===== config.mk =====
export PLATFORM = sky130hd
export DESIGN_NAME = mem_arbiter
export DESIGN_NICKNAME = d
export VERILOG_FILES = /design/src/rtl/mem_arbiter.sv
export SDC_FILE = /design/constraint.sdc
export NUM_CORES = 1
export LEC_CHECK = 0
export ABC_AREA = 1
export ABC_CLOCK_PERIOD_IN_PS = 1800
export CORE_ASPECT_RATIO = 0.8
export CORE_UTILIZATION = 42
export CTS_BUF_LIST = sky130_fd_sc_hd__clkbuf_4 sky130_fd_sc_hd__clkbuf_8
export CTS_CLUSTER_SIZE = 14
export DETAILED_ROUTE_END_ITERATION = 6
export GPL_ROUTABILITY_DRIVEN = 0
export PLACE_DENSITY = 0.9
export SETUP_SLACK_MARGIN = 0.3
export SLEW_MARGIN = 20
export SYNTH_ARGS = -nofsm -noshare
export SYNTH_HDL_FRONTEND = slang
export SYNTH_SLANG_ARGS = --single-unit

===== constraint.sdc =====
create_clock -name clk -period 1.8 [get_ports clk]
set_input_delay 0.18 -clock clk [delete_from_list [all_inputs] [get_ports clk]]
set_output_delay 0.18 -clock clk [all_outputs]
set_load 0.01 [all_outputs]

===== src/rtl/mem_arbiter.sv =====
`default_nettype none
// ============================================================================
// mem_arbiter : CPU/loader arbiter and access sequencer for the shared memory.
//               ARB_RR_EN selects round-robin, else loader has fixed priority.
// Revision    : 1.0
// ============================================================================
module mem_arbiter #(
    parameter int WAIT_CYCLES = 0
) (
    input  logic        clk,
    input  logic        reset,
    input  logic        cpu_req,
    input  logic        cpu_we,
    input  logic [15:0] cpu_addr,
    input  logic [15:0] cpu_wdata,
    output logic [15:0] cpu_rdata,
    output logic        cpu_ready,
    input  logic        ld_req,
    input  logic        ld_we,
    input  logic [15:0] ld_addr,
    input  logic [15:0] ld_wdata,
    output logic [15:0] ld_rdata,
    output logic        ld_ready,
    output logic [15:0] mem_addr,
    output logic [15:0] mem_wdata,
    output logic        mem_we,
    input  logic [15:0] mem_rdata
);
    typedef enum logic [1:0] {
        S_IDLE   = 2'd0,
        S_ACCESS = 2'd1,
        S_DONE   = 2'd2
    } state_t;

    localparam logic       GNT_CPU   = 1'b0;
    localparam logic       GNT_LD    = 1'b1;
    localparam logic [3:0] WAIT_INIT = 4'(WAIT_CYCLES);

    state_t      state_q;
    logic [3:0]  wait_cnt_q;
    logic        gnt_id_q;
    logic        we_q;
    logic [15:0] addr_q;
    logic [15:0] wdata_q;
    logic        mem_we_q;
    logic [15:0] cpu_rdata_q;
    logic [15:0] ld_rdata_q;
    logic        cpu_ready_q;
    logic        ld_ready_q;

    logic        win_d;
    logic        any_req;
    logic        sel_we;
    logic [15:0] sel_addr;
    logic [15:0] sel_wdata;

    assign any_req = cpu_req | ld_req;

`ifdef ARB_RR_EN
    logic last_q;

    always_comb begin
        win_d = GNT_CPU;
        if (cpu_req && ld_req) begin
            win_d = (last_q == GNT_LD) ? GNT_CPU : GNT_LD;
        end else if (ld_req) begin
            win_d = GNT_LD;
        end
    end
`else
    assign win_d = ld_req ? GNT_LD : GNT_CPU;
`endif

    assign sel_we    = (win_d == GNT_LD) ? ld_we    : cpu_we;
    assign sel_addr  = (win_d == GNT_LD) ? ld_addr  : cpu_addr;
    assign sel_wdata = (win_d == GNT_LD) ? ld_wdata : cpu_wdata;

    always_ff @(posedge clk) begin
        if (reset) begin
            state_q     <= S_IDLE;
            wait_cnt_q  <= 4'd0;
            gnt_id_q    <= GNT_CPU;
            we_q        <= 1'b0;
            addr_q      <= 16'd0;
            wdata_q     <= 16'd0;
            mem_we_q    <= 1'b0;
            cpu_rdata_q <= 16'd0;
            ld_rdata_q  <= 16'd0;
            cpu_ready_q <= 1'b0;
            ld_ready_q  <= 1'b0;
`ifdef ARB_RR_EN
            last_q      <= GNT_LD;
`endif
        end else begin
            cpu_ready_q <= 1'b0;
            ld_ready_q  <= 1'b0;
            mem_we_q    <= 1'b0;
            case (state_q)
                S_IDLE: begin
                    if (any_req) begin
                        gnt_id_q   <= win_d;
                        we_q       <= sel_we;
                        addr_q     <= sel_addr;
                        wdata_q    <= sel_wdata;
                        wait_cnt_q <= WAIT_INIT;
                        // Write strobe is registered, so raise it one edge
                        // ahead of the final ACCESS cycle.
                        mem_we_q   <= sel_we && (WAIT_INIT == 4'd0);
                        state_q    <= S_ACCESS;
`ifdef ARB_RR_EN
                        last_q     <= win_d;
`endif
                    end
                end
                S_ACCESS: begin
                    if (wait_cnt_q != 4'd0) begin
                        wait_cnt_q <= wait_cnt_q - 4'd1;
                        mem_we_q   <= we_q && (wait_cnt_q == 4'd1);
                    end else begin
                        if (!we_q) begin
                            if (gnt_id_q == GNT_LD) begin
                                ld_rdata_q <= mem_rdata;
                            end else begin
                                cpu_rdata_q <= mem_rdata;
                            end
                        end
                        if (gnt_id_q == GNT_LD) begin
                            ld_ready_q <= 1'b1;
                        end else begin
                            cpu_ready_q <= 1'b1;
                        end
                        state_q <= S_DONE;
                    end
                end
                S_DONE: begin
                    state_q <= S_IDLE;
                end
                default: begin
                    state_q <= S_IDLE;
                end
            endcase
        end
    end

    // Reset asserted during DONE must suppress the pulse in that same cycle.
    assign cpu_ready = cpu_ready_q & ~reset;
    assign ld_ready  = ld_ready_q & ~reset;
    assign cpu_rdata = cpu_rdata_q;
    assign ld_rdata  = ld_rdata_q;
    assign mem_addr  = addr_q;
    assign mem_wdata = wdata_q;
    assign mem_we    = mem_we_q;

endmodule
`default_nettype wire


==> qor.txt <==
Outcome -> finished clean
Synth Net Count -> 538
Total Wirelength -> 9.20 mm
Maximum net fanout on the critical path -> 2
Fmax -> 0.693 GHz
Crit path max-delay family -> buffers and inverters
Max incr delay on CP -> 560 ps
Pin count of the biggest net entering global routing -> 43
Hpwl dp -> 6.56 mm
CP bufs+invs -> 1
TritonCTS clock tree -> done
Worst Tran Pin Value -> 377 ps
Worst Skew -> 12.5 ps
Routed len/inst -> 13.4 um
Worst path cell trace -> clkdlybuf4s50_1
Row count -> 28
Leakage -> 2.18 nW
Cell area after synthesis -> 0.00319 mm2
Synth Area per Inst -> 7.10 um2
Filler cells -> 591
Register area -> 0.00150 mm2
Via count -> 3,431
Nature of the critical path startpoint -> flop
# diodes -> 0
HP Class -> primary input to flop
Kind of critical path -> flop to primary output
Clk slew on worst S/H paths -> 90 ps
Total CTS buffers -> 9
Core area -> 0.00736 mm2
Slew headroom -> 74.9%
Tot Pwr -> 5.56 mW
Area growth, synth to finish -> 58.0%
CP Data Arrival Time -> 1260 ps
Pre-antenna DRT Iters -> 4
Count of final setup violators -> 0
Final Slew Violations -> 0
Syn Inst Count -> 449
First DRT Iteration DRCs -> 127
Vias in the first global route -> 3,154
Final worst path period share -> 80.2%
Pwr dens -> 1100 mW/mm2
Sequential fraction of the synthesis area -> 47.1%
Synth unique cells -> 24
CTS Buffer Depth -> 2
Total gr overflow -> 0
Ys Warns -> 0
RSZ-0062 raised after global routing -> false
Max-cap viol count -> 0
GRT Util Overall -> 22.8%
Critical path data required time -> 1620 ps
Total Neg Setup Slack -> 0 ps
Die X -> 99.4 um
DRT antenna net count -> 0
Clock tree root driver cell -> clkbuf_8
Min Hold Slack -> 235 ps
# port buffers -> 152
# hold bufs at CTS -> 0
Clock sinks -> 75
Initial antenna violation count -> 0
First-pass GRT wire length -> 14.4 mm
Final min period -> 1440 ps
#FFs+latches synth -> 75
Peak supply drop -> 0.644 mV
Die Y -> 79.9 um
Clock latency on the worst-skew pair -> 340 ps
Crit path capture type -> primary output
DR vias/cell -> 4.98
Share of layout cells above drive strength 1 -> 7.01%
Effective utilization at floorplan -> 43.3%
H-tree Lvls -> 3
I/O pins -> 153
DRC Markers -> 0
Die ar. -> 0.00794 mm2
Layout net count -> 683
Final Hold Fails -> 0
Multi-input logic area -> 0.00151 mm2
Worst path slowest cell -> clkdlybuf4s50_1
## metal layers
layer  track usage, %  up-vias  wire, um
met2             38.1      140      4170
met5                0        -         0
met1             25.9     1554      3920
met4             6.76        0        61
li1                 -     1729         -
met3             10.7        8      1050
## kinds of logic after synthesis
| logic type | count (synthesis) | share of synthesized area, % |
|---|---|---|
| adders and majority gates | 3 | 1.18 |
| AOI/OAI and AO/OA | 73 | 11.8 |
| DFF | 75 | 47.1 |
| and+or+nand+nor | 258 | 33.8 |
| buffers and inverters | 40 | 6.12 |
## path summary, 6_finish.rpt
path,start,end,cells after the start,slack [ps]
worst max-delay path,cpu_rdata[3],cpu_rdata[3],1,360
worst min-delay path,reset,state_q[0],2,240
worst max register to register,wait_cnt_q[1],cpu_rdata[2],6,380
worst min register to register,wait_cnt_q[0],wait_cnt_q[0],1,450
## worst reg2reg max path, delay by kind of cell (launching register included)
family / cells / cell delay (ps)
and+or+nand+nor: 3 / 430
DFF: 1 / 340
buffers and inverters: 2 / 320
adders and majority gates: 1 / 230
## timing repair
action / CTS / global route
setup buffers: 0 / 2
setup endpoints to repair: 4 / 37
gates resized for setup: 2 / 10
pin swaps: 0 / 2
## Yosys cell counts (all sizes together)
| master | instances | area share [%] |
|---|---|---|
| nand2 | 109 | 13 |
| nor2 | 107 | 13 |
| dfxtp | 75 | 47 |
| o21ai | 68 | 11 |
| nor3 | 33 | 5.2 |
| buf | 14 | 3.0 |
| clkbuf | 13 | 1.6 |
| inv | 13 | 1.5 |
| nand3 | 7 | 1.5 |
| a21oi | 5 | 0.79 |
| ha | 3 | 1.2 |
| nand4 | 1 | 0.20 |
| or2 | 1 | 0.20 |
## layout make-up
| class | count | area share (%) |
|---|---|---|
| flip-flops and latches | 75 | 29.9 |
| well taps | 90 | 2.24 |
| inverters | 13 | 1.02 |
| clock inverters | 7 | 2.01 |
| repair buffers | 161 | 32.5 |
| clock buffers | 9 | 2.46 |
| multi-input cells | 334 | 29.9 |
## per-stage QoR
step / utilization (%) / instance area, um2 / std cells / setup slack, ps
global route: 68.4 / 5030 / 689 / 310
finish: 68.4 / 5030 / 689 / 357
detailed placement: 64.4 / 4740 / 671 / 73.9
floorplan: - / 3190 / 449 / 508
global placement: 64.4 / 4740 / 671 / 159
CTS: 67.5 / 4970 / 687 / 302
## power by group
group          internal, mW  leakage, nW  switching (mW)
Combinational         0.945         1.45            1.05
Clock                 0.790        0.106           0.640
Sequential             1.96        0.617           0.169
## flip-flops by register name, indices dropped and copies added (netlist names)
signal,count
ld_rdata,16
mem_wdata,16
mem_we,1
wait_cnt_q,4
state_q,2
ld_ready_q,1
cpu_rdata,16
cpu_ready_q,1
mem_addr,16
gnt_id_q,1
we_q,1
## placed cells by master, fill, tap and decap left out, types with 3 or more instances in the layout
cell type	count
clkbuf_8	9
a21oi_1	5
nor3_1	31
nand2_1	105
buf_12	3
o21ai_0	51
o21ai_1	16
nor2_4	3
buf_4	5
dfxtp_1	73
clkdlybuf4s50_1	149
nand3_1	6
nor2_1	103
inv_1	12
(Power assumes the default switching activity.)
